$ cat config.mk
export PLATFORM = sky130hd
export DESIGN_NAME = fetch_queue_flat
export DESIGN_NICKNAME = d
export VERILOG_FILES = /design/src/rtl/fetch_queue_pkg.sv /design/src/rtl/fetch_queue_if.sv /design/src/rtl/fetch_queue_sync_fifo.sv /design/src/rtl/fetch_queue.sv /design/src/flat_wrapper.sv
export SDC_FILE = /design/constraint.sdc
export NUM_CORES = 1
export LEC_CHECK = 0
export BUFFER_PORTS_ARGS = -buffer_cell sky130_fd_sc_hd__buf_4
export CORE_MARGIN = 2
export CORE_UTILIZATION = 35
export DETAILED_ROUTE_END_ITERATION = 6
export PLACE_DENSITY = 0.62
export SYNTH_ARGS = -nofsm -noshare
export SYNTH_HDL_FRONTEND = slang
export SYNTH_SLANG_ARGS = --single-unit
$ cat constraint.sdc
create_clock -name clk -period 3.8 [get_ports clk]
set_input_delay 0.57 -clock clk [delete_from_list [all_inputs] [get_ports clk]]
set_output_delay 0.57 -clock clk [all_outputs]
set_load 0.02 [all_outputs]
$ cat src/rtl/fetch_queue_pkg.sv
// Shared constants for the decoupled instruction-fetch front end.
// Imported by the fetch queue, its bus interface and its FIFO sub-module.
package fetch_queue_pkg;

    localparam int          DEFAULT_DATA_W = 32;
    localparam int          DEFAULT_DEPTH  = 4;
    localparam logic [31:0] NOP_INST       = 32'h0000_0013;
    localparam int          FETCH_STEP     = 4;

endpackage

$ cat src/rtl/fetch_queue_if.sv
// Bus bundle between the fetch queue, instruction memory, branch unit and IF_ID.
// The master modport is the fetch queue's view of the bus.
interface fetch_queue_if
    import fetch_queue_pkg::*;
#(
    parameter int DATA_W = DEFAULT_DATA_W
) ();

    logic              imemReqValid;
    logic              imemReqReady;
    logic [DATA_W-1:0] imemReqAddr;
    logic              imemRespValid;
    logic [DATA_W-1:0] imemRespData;
    logic              redirectValid;
    logic [DATA_W-1:0] redirectAddr;
    logic              locker;
    logic              instValid;
    logic [DATA_W-1:0] instData;
    logic [DATA_W-1:0] instPc;

    modport master (
        output imemReqValid, imemReqAddr, instValid, instData, instPc,
        input  imemReqReady, imemRespValid, imemRespData,
        input  redirectValid, redirectAddr, locker
    );

    modport slave (
        input  imemReqValid, imemReqAddr, instValid, instData, instPc,
        output imemReqReady, imemRespValid, imemRespData,
        output redirectValid, redirectAddr, locker
    );

endinterface

$ cat src/rtl/fetch_queue_sync_fifo.sv
// Small synchronous FIFO with flush; head word is readable combinationally.
// Used for both the instruction queue and the request PC-tag queue.
module sync_fifo
    import fetch_queue_pkg::*;
#(
    parameter int WIDTH = DEFAULT_DATA_W,
    parameter int DEPTH = DEFAULT_DEPTH
) (
    input  logic                   clk,
    input  logic                   reset,
    input  logic                   flush,
    input  logic                   push,
    input  logic                   pop,
    input  logic [WIDTH-1:0]       wrData,
    output logic [WIDTH-1:0]       rdData,
    output logic                   full,
    output logic                   empty,
    output logic [$clog2(DEPTH):0] count
);

    localparam int PW = $clog2(DEPTH);

    logic [WIDTH-1:0] mem [DEPTH];
    logic [PW-1:0]    wrPtr;
    logic [PW-1:0]    rdPtr;
    logic [PW:0]      cnt;
    logic             doPush;
    logic             doPop;

    assign full   = (cnt == (PW+1)'(DEPTH));
    assign empty  = (cnt == '0);
    assign count  = cnt;
    assign rdData = mem[rdPtr];
    assign doPop  = pop && !empty;
    assign doPush = push && (!full || doPop);

    always_ff @(posedge clk or negedge reset) begin
        if (!reset) begin
            wrPtr <= '0;
            rdPtr <= '0;
            cnt   <= '0;
        end else if (flush) begin
            wrPtr <= '0;
            rdPtr <= '0;
            cnt   <= '0;
        end else begin
            if (doPush) wrPtr <= wrPtr + 1'b1;
            if (doPop)  rdPtr <= rdPtr + 1'b1;
            case ({doPush, doPop})
                2'b10:   cnt <= cnt + 1'b1;
                2'b01:   cnt <= cnt - 1'b1;
                default: cnt <= cnt;
            endcase
        end
    end

    // Storage needs no reset: reads are only meaningful while the FIFO is non-empty.
    always_ff @(posedge clk) begin
        if (doPush && !flush) mem[wrPtr] <= wrData;
    end

endmodule

$ cat src/rtl/fetch_queue.sv
// Decoupled fetch stage: owns the fetch PC, issues pipelined memory requests and
// buffers returned words with their PCs until IF_ID consumes them.
module fetch_queue
    import fetch_queue_pkg::*;
#(
    parameter int                DATA_W   = DEFAULT_DATA_W,
    parameter int                DEPTH    = DEFAULT_DEPTH,
    parameter logic [DATA_W-1:0] RESET_PC = '0
) (
    input  logic          clk,
    input  logic          reset,
    fetch_queue_if.master bus
);

    localparam int CW = $clog2(DEPTH) + 1;

    logic [DATA_W-1:0]   fetchPc;
    logic [CW-1:0]       outstanding;
    logic [CW-1:0]       dropCnt;
    logic [CW-1:0]       qCount;
    logic [CW-1:0]       tagCount;
    logic [CW:0]         credit;
    logic [2*DATA_W-1:0] qHead;
    logic [DATA_W-1:0]   tagHead;
    logic                qEmpty;
    logic                qFull;
    logic                tagEmpty;
    logic                tagFull;
    logic                redirect;
    logic                reqValid;
    logic                reqFire;
    logic                respAccept;
    logic                respDrop;
    logic                respKeep;
    logic                popInst;
    logic                unusedStatus;

    // Queue entries plus in-flight requests never exceed DEPTH, so every response has a slot.
    assign redirect   = bus.redirectValid;
    assign credit     = {1'b0, qCount} + {1'b0, outstanding};
    assign reqValid   = reset && !redirect && !tagFull && (credit < (CW+1)'(DEPTH));
    assign reqFire    = reqValid && bus.imemReqReady;
    assign respAccept = bus.imemRespValid && (outstanding != '0);
    assign respDrop   = respAccept && (dropCnt != '0);
    assign respKeep   = respAccept && (dropCnt == '0) && !redirect && !tagEmpty && !qFull;
    assign popInst    = !qEmpty && !bus.locker && !redirect;
    assign unusedStatus = ^tagCount;

    assign bus.imemReqValid = reqValid;
    assign bus.imemReqAddr  = fetchPc;
    assign bus.instValid    = !qEmpty;
    assign bus.instData     = qEmpty ? DATA_W'(NOP_INST) : qHead[DATA_W-1:0];
    assign bus.instPc       = qEmpty ? '0 : qHead[2*DATA_W-1:DATA_W];

    // Tags for squashed requests are flushed on redirect; their responses are
    // accounted for by dropCnt alone and never pop the tag FIFO.
    sync_fifo #(.WIDTH(DATA_W), .DEPTH(DEPTH)) tagFifo (
        .clk    (clk),
        .reset  (reset),
        .flush  (redirect),
        .push   (reqFire),
        .pop    (respKeep),
        .wrData (fetchPc),
        .rdData (tagHead),
        .full   (tagFull),
        .empty  (tagEmpty),
        .count  (tagCount)
    );

    sync_fifo #(.WIDTH(2*DATA_W), .DEPTH(DEPTH)) instFifo (
        .clk    (clk),
        .reset  (reset),
        .flush  (redirect),
        .push   (respKeep),
        .pop    (popInst),
        .wrData ({tagHead, bus.imemRespData}),
        .rdData (qHead),
        .full   (qFull),
        .empty  (qEmpty),
        .count  (qCount)
    );

    // On redirect every in-flight request becomes a drop, less any response landing this cycle.
    always_ff @(posedge clk or negedge reset) begin
        if (!reset) begin
            fetchPc     <= RESET_PC;
            outstanding <= '0;
            dropCnt     <= '0;
        end else if (redirect) begin
            fetchPc     <= bus.redirectAddr;
            outstanding <= outstanding - CW'(respAccept);
            dropCnt     <= outstanding - CW'(respAccept);
        end else begin
            if (reqFire) fetchPc <= fetchPc + DATA_W'(FETCH_STEP);
            case ({reqFire, respAccept})
                2'b10:   outstanding <= outstanding + 1'b1;
                2'b01:   outstanding <= outstanding - 1'b1;
                default: outstanding <= outstanding;
            endcase
            if (respDrop) dropCnt <= dropCnt - 1'b1;
        end
    end

endmodule
$ cat src/flat_wrapper.sv
// flat-port wrapper written by rule: the top's interface ports become plain ports
module fetch_queue_flat import fetch_queue_pkg::*;
#(
    parameter int                DATA_W   = DEFAULT_DATA_W,
    parameter int                DEPTH    = DEFAULT_DEPTH,
    parameter logic [DATA_W-1:0] RESET_PC = '0
)
  (clk, reset, bus_imemReqValid, bus_imemReqAddr, bus_instValid, bus_instData, bus_instPc, bus_imemReqReady, bus_imemRespValid, bus_imemRespData, bus_redirectValid, bus_redirectAddr, bus_locker);
  fetch_queue_if #(.DATA_W(DATA_W)) bus_i ();
  input  logic clk;
  input  logic reset;
  output wire logic [$bits(bus_i.imemReqValid)-1:0] bus_imemReqValid;
  output wire logic [$bits(bus_i.imemReqAddr)-1:0] bus_imemReqAddr;
  output wire logic [$bits(bus_i.instValid)-1:0] bus_instValid;
  output wire logic [$bits(bus_i.instData)-1:0] bus_instData;
  output wire logic [$bits(bus_i.instPc)-1:0] bus_instPc;
  input wire logic [$bits(bus_i.imemReqReady)-1:0] bus_imemReqReady;
  input wire logic [$bits(bus_i.imemRespValid)-1:0] bus_imemRespValid;
  input wire logic [$bits(bus_i.imemRespData)-1:0] bus_imemRespData;
  input wire logic [$bits(bus_i.redirectValid)-1:0] bus_redirectValid;
  input wire logic [$bits(bus_i.redirectAddr)-1:0] bus_redirectAddr;
  input wire logic [$bits(bus_i.locker)-1:0] bus_locker;
  assign bus_imemReqValid = bus_i.imemReqValid;
  assign bus_imemReqAddr = bus_i.imemReqAddr;
  assign bus_instValid = bus_i.instValid;
  assign bus_instData = bus_i.instData;
  assign bus_instPc = bus_i.instPc;
  assign bus_i.imemReqReady = bus_imemReqReady;
  assign bus_i.imemRespValid = bus_imemRespValid;
  assign bus_i.imemRespData = bus_imemRespData;
  assign bus_i.redirectValid = bus_redirectValid;
  assign bus_i.redirectAddr = bus_redirectAddr;
  assign bus_i.locker = bus_locker;
  fetch_queue #(.DATA_W(DATA_W), .DEPTH(DEPTH), .RESET_PC(RESET_PC)) u_core (.clk(clk), .reset(reset), .bus(bus_i));
endmodule
Word-level counts from Yosys, hierarchy flattened
Memories as Yosys holds them, arrays and structs flattened.
Index checks and enable logic that the tools add are counted.
{"block": "classes", "n_shift": 0, "reduce_logical": 40, "muxes": 24, "add_sub_neg": 14, "div_mod_pow": 0, "mul": 0, "eq_ne": 8, "order_cmp": 1, "bitwise_logic": 0}
{"op": "two-way mux 32 bit", "count": 4}
{"op": "adder 32 x 3 -> 32 bit (second input constant)", "count": 1}
{"op": "logical AND 1 bit", "count": 18}
{"op": "one-hot mux 3 bit (2 select lines)", "count": 3}
{"op": "two-way mux 2 bit", "count": 8}
{"op": "two-way mux 3 bit", "count": 5}
{"op": "nonzero test 3 bit", "count": 5}
{"op": "nonzero test 2 bit", "count": 6}
{"op": "subtractor 3 x 1 -> 3 bit (second input constant)", "count": 4}
{"op": "adder 3 x 1 -> 3 bit (second input constant)", "count": 3}
{"op": "zero test 3 bit", "count": 3}
{"op": "adder 2 x 1 -> 2 bit (second input constant)", "count": 4}
{"op": "== test 2 x 1 -> 1 bit (second input constant)", "count": 3}
{"op": "== test 2 bit (second input constant)", "count": 3}
{"op": "== test 3 bit (second input constant)", "count": 2}
{"op": "zero test 1 bit", "count": 6}
{"op": "adder 3 x 3 -> 4 bit", "count": 1}
{"op": "< comparator 4 x 3 -> 1 bit (second input constant)", "count": 1}
{"op": "two-way mux 1 bit", "count": 4}
{"op": "subtractor 3 x 1 -> 3 bit", "count": 1}
{"op": "logical OR 1 bit", "count": 2}
{"block": "totals", "in_bits": 70, "word_cells": 98, "mem_bits_rw": 384, "memories": 2, "register_bits": 52, "rom_bits": 0, "out_inout_bits": 98, "latchBits": 0}
{"memory": "u_core.instFifo.mem", "depth": 4, "width": 64, "read_ports": 1, "rd_ports_with_merged_regs": 0, "wr": 1, "line_no": "fetch_queue_sync_fifo.sv:23", "source": "logic [WIDTH-1:0] mem [DEPTH];"}
{"memory": "u_core.tagFifo.mem", "depth": 4, "width": 32, "read_ports": 1, "rd_ports_with_merged_regs": 0, "wr": 1, "line_no": "fetch_queue_sync_fifo.sv:23"}

Longest topological paths before layout
{"block": "depth", "ltp_word": 12, "ltp_mapped": 10, "ltp_nobuf": 9}

Hierarchy
From an unflattened synthesis, not the netlist that was laid out.
{"block": "hier_totals", "hier_cells": 977, "hier_area_um2": 17854.6}
{"mod": "sync_fifo at u_core.instFifo", "seq_area_each_um2": 7862.5, "n_inst": 1, "area_per_inst_um2": 9801.9, "cells_each": 401}
{"mod": "sync_fifo at u_core.tagFifo", "seq_area_each_um2": 4018.9, "n_inst": 1, "area_per_inst_um2": 5196.2, "cells_each": 232}
{"mod": "fetch_queue", "seq_area_each_um2": 950.9, "n_inst": 1, "area_per_inst_um2": 2856.5, "cells_each": 344}

Worst setup path before layout
Ideal clock, no wire load.
{"block": "synth_timing", "path_type": "input port to flip-flop", "from": "input bus_redirectValid", "to": "memory u_core.instFifo.mem[0][0] in the netlist's numbering (enable)", "setup_time_ns": 0.429, "required_time_ns": 3.371, "slack_ns": 0.145, "stages": 5, "t_arrival_ns": 3.226, "path_cell_list": "buf_6 -> or3b_4 -> a2111oi_2 -> buf_2 -> and2_1"}
{"block": "synth_via", "elab_chain_cells": 8, "elab_cells_between_ends": 11, "classes_between": "mux: 2; reduce/logical: 9"}
{"item": "start: declaration", "line_no": "flat_wrapper.sv:20", "source": "input wire logic [$bits(bus_i.redirectValid)-1:0] bus_redirectValid;"}
{"item": "zero test 1 bit (*)", "line_no": "fetch_queue_sync_fifo.sv:59, fetch_queue.sv:45, fetch_queue.sv:46"}
{"item": "logical AND 1 bit (on tied branches)", "line_no": "fetch_queue.sv:45, fetch_queue.sv:46"}
{"item": "logical AND 1 bit (on tied branches)", "line_no": "fetch_queue.sv:45, fetch_queue_sync_fifo.sv:34"}
{"item": "logical AND 1 bit / logical OR 1 bit (equally long branches)", "line_no": "fetch_queue.sv:45, fetch_queue_sync_fifo.sv:35"}
{"item": "logical AND 1 bit", "line_no": "fetch_queue_sync_fifo.sv:35", "source": "assign doPush = push && (!full || doPop);"}
{"item": "logical AND 1 bit (*)", "line_no": "fetch_queue_sync_fifo.sv:59", "source": "if (doPush && !flush) mem[wrPtr] <= wrData;"}
{"item": "two-way mux 1 bit (*)", "line_no": "fetch_queue_sync_fifo.sv:59"}
{"item": "two-way mux 1 bit (not written as such) (*)", "line_no": "fetch_queue_sync_fifo.sv:59"}
{"item": "end: declaration", "line_no": "fetch_queue_sync_fifo.sv:23"}
Every way passes the cells marked *; elsewhere a longest branch is shown, timed or not.

Worst setup path after layout
{"block": "layout_timing", "from": "register u_core.instFifo.rdPtr[0]", "to": "output bus_instData[17]"}
{"block": "layout_via", "elab_chain_cells": 2}
{"item": "start: declaration", "line_no": "fetch_queue_sync_fifo.sv:25", "source": "logic [PW-1:0] rdPtr;"}
{"item": "start signal: assignment", "line_no": "fetch_queue_sync_fifo.sv:48", "source": "if (doPop) rdPtr <= rdPtr + 1'b1;"}
{"item": "memory read (4 x 64 bit)"}
{"item": "two-way mux 32 bit", "line_no": "fetch_queue.sv:52", "source": "assign bus.instData = qEmpty ? DATA_W'(NOP_INST) : qHead[DATA_W-1:0];"}
{"item": "end: declaration", "line_no": "flat_wrapper.sv:15", "source": "output wire logic [$bits(bus_i.instData)-1:0] bus_instData;"}
No other way between the ends.

==> impl_metrics.json <==
{
  "placementRows": 81,
  "finalSetupViolations": 0,
  "drive_gt1_frac": 0.330,
  "period_needed_ns": 3.23,
  "nFillCells": 4354,
  "crit_path_start_kind": "flip-flop",
  "max_freq_ghz": 0.309,
  "rrSetupSlack_ns": 0.90,
  "pin_count": 168,
  "r2r_cells": 9,
  "maxCapViolations": 0,
  "diodes": 0,
  "min_path_type": "input pin to async pin",
  "cts_hold_buf": 0,
  "ff_latch_area_sq_um": 12800,
  "area_growth_pct": 21.2,
  "dp_hpwl_microns": 23800,
  "gr-total-overflow": 0,
  "port_buffers": 167,
  "drt_iter0_markers": 636,
  "drc": 0,
  "leakagePower_nw": 7.21,
  "vias": 9133,
  "antenna_found_initial": 0,
  "cp_max_fo": 22,
  "core_sq_um": 49200,
  "met1_length_microns": 16900,
  "cts.path.max_buffers": 3,
  "synthFlopType": "edfxtp_1",
  "synth_warnings": 0,
  "start_util": 0.356,
  "die_h_microns": 228,
  "nNetsFinal": 1224,
  "syn_avg_cell_area_sq_um": 18.8,
  "grt_pass1_vias": 9582,
  "worstPathRequired_ns": 3.23,
  "track_usage": 0.147,
  "finClkSkew_ns": 0.0141,
  "worstMarginPinSlew_ns": 0.858,
  "cts_buffers": 47,
  "p_per_area_nw_per_um2": 557,
  "wl_microns": 37600,
  "async_flop_share": 0.119,
  "dr.max_layer_used": "met4",
  "post_cts_buffers": 0,
  "synth_area_sq_um": 17500,
  "grt_pass1_wl_microns": 56700,
  "ir_drop_mv": 0.347,
  "synth_edf_count": 384,
  "via_per_inst": 4.97,
  "root_buffer": "clkbuf_16",
  "ys_seq_area_frac": 0.733,
  "status": "finished, final reports clean",
  "htree_num_levels": 2,
  "die-area_sq_um": 51800,
  "clk_pin_slew_ns": 0.06,
  "cts_resized": 0,
  "critPathKind": "flip-flop to primary output",
  "finalCritPeriodShare": 0.851,
  "grt_max_degree": 53,
  "multi_input_area_sq_um": 4420,
  "dr.pass1.iters": 5,
  "grt_setup_unrepaired": "no",
  "die_w_microns": 228,
  "fin_ws_ns": 0.566,
  "cts_sinks": 436,
  "clk_latency_ns": 0.58,
  "slew_viol_final": 0,
  "synth_cells": 933,
  "ys_types": 58,
  "critPathArrivalTime_ns": 2.66,
  "ys_seq_elements": 436,
  "place.gp.congestion": 0.771,
  "final_hold_viol_count": 0,
  "wl_met2_microns": 18000,
  "worst_setup_path_end_kind": "primary output",
  "maxSlewHeadroom": 0.428,
  "drtAntennaViolNets": 0,
  "cts_tree": "done",
  "wl_met3_microns": 2040,
  "dp_slack_ns": 0.883,
  "setup_tns_ns": 0,
  "wl_per_cell_microns": 20.5,
  "syn_nets": 1021
}
## cells by family (layout without fill, tap and decap cells)
kind of cell / count (synthesis) / count (layout) / synth area share
compound gates: 75 / 75 / 0.0297
buf+inv: 62 / 302 / 0.0151
mux: 100 / 100 / 0.126
flops: 436 / 436 / 0.733
xor+xnor: 19 / 19 / 0.00951
simple gates: 223 / 223 / 0.0724
fa+ha+maj: 18 / 18 / 0.0142
## cells in the final DEF, fill, tap and decap left out, types with 4 or more instances in the layout
cell type | Yosys | layout
nand3_1 | 15 | 15
and2_4 | 0 | 4
xor2_1 | 5 | 5
clkbuf_1 | 29 | 13
inv_1 | 15 | 14
nand4_1 | 14 | 14
a221o_1 | 4 | 4
and2_1 | 72 | 68
clkinv_2 | 0 | 8
mux4_2 | 96 | 96
nor2_1 | 26 | 26
a21oi_1 | 7 | 7
clkbuf_16 | 0 | 47
buf_12 | 0 | 6
clkinv_1 | 0 | 9
and3_1 | 4 | 4
nand2b_1 | 6 | 6
o21ai_1 | 23 | 23
o31ai_1 | 4 | 4
o21ai_0 | 5 | 5
nor3_1 | 14 | 14
xnor2_1 | 14 | 14
ha_1 | 15 | 15
buf_4 | 0 | 195
edfxtp_1 | 384 | 384
dfrtp_1 | 52 | 48
nand2_1 | 38 | 38
o211ai_1 | 5 | 5
## worst paths after layout
path,startpoint,end
setup / recovery,u_core.instFifo.rdPtr[0],bus_instData[17]
hold reg to reg,u_core.tagFifo.wrPtr[0],u_core.tagFifo.wrPtr[0]
max in group asynchronous,reset,u_core.instFifo.rdPtr[0]
setup reg to reg,u_core.instFifo.count[2],u_core.outstanding[1]
hold / removal,reset,u_core.bus.imemReqAddr[25]
min in group clk,bus_imemRespData[22],u_core.instFifo.mem[3][22]
## sequential cells by signal (all words and copies together) (netlist names)
signal	cells
u_core.instFifo.mem	256
u_core.tagFifo.mem	128
u_core.bus.imemReqAddr	32
u_core.dropCnt	3
u_core.instFifo.count	3
u_core.outstanding	3
u_core.tagFifo.count	3
u_core.instFifo.rdPtr	2
u_core.instFifo.wrPtr	2
u_core.tagFifo.rdPtr	2
u_core.tagFifo.wrPtr	2
## where the power goes
group,leakage [nW],internal [W],total [W],switching [W]
clock network,0.717,0.00250,0.00434,0.00184
registers,4.11,0.00539,0.00562,0.000227
logic,2.38,0.000847,0.00186,0.00101
total,7.21,0.00874,0.0118,0.00308
## metal layers
layer  vias up  track usage
li1       4133            -
met1      4690        0.202
met2       258        0.240
met3        52       0.0269
met4         0       0.0407
met5         -            0
## through the flow
stage	cell area (sq um)	total power (W)	std cells	utilization	hold slack, ns
floorplan	17500	0.00679	933	-	0.274
global placement	19700	0.00760	1751	0.401	0.522
detailed placement	19700	0.00762	1751	0.401	0.523
CTS	21200	0.0120	1837	0.431	0.156
global route	21200	0.0123	1837	0.431	0.166
finish	21200	0.0118	1837	0.431	0.161
## synth_stat cells, drive strengths merged (3+ instances only)
library cell,n,share of area
edfxtp,384,0.66
mux4,96,0.12
and2,72,0.026
dfrtp,52,0.074
nand2,38,0.0081
clkbuf,29,0.0062
o21ai,28,0.0080
nor2,27,0.0059
buf,18,0.0056
nor3,16,0.0051
ha,15,0.011
inv,15,0.0032
nand3,15,0.0043
nand4,14,0.0050
xnor2,14,0.0070
a21oi,7,0.0020
nand2b,6,0.0021
nor3b,5,0.0027
nor4,5,0.0026
o211ai,5,0.0021
o31ai,5,0.0024
xor2,5,0.0025
a221o,4,0.0023
and3,4,0.0014
a211oi,3,0.0013
a21o,3,0.0013
a22oi,3,0.0013
a31oi,3,0.0011
a32oi,3,0.0015
fa,3,0.0034
nand3b,3,0.0013
nor2b,3,0.0011
o311ai,3,0.0015
or2,3,0.0011
or3,3,0.0011
or3b,3,0.0018
## worst max-delay path, cell delays in order, from the launching register on
cell	delay, ns
dfrtp_4	0.76
buf_4	0.43
mux4_2	0.54
and2_1	0.19
buf_4	0.16
## layout make-up
type                            count  area share
Tap cell                          664      0.0392
Multi-Input combinational cell    435       0.209
Timing Repair Buffer              201      0.0747
Clock buffer                       60      0.0578
Clock inverter                     26      0.0116
Sequential cell                   436       0.605
Inverter                           15     0.00266
Power figures use the tool's default switching activity.
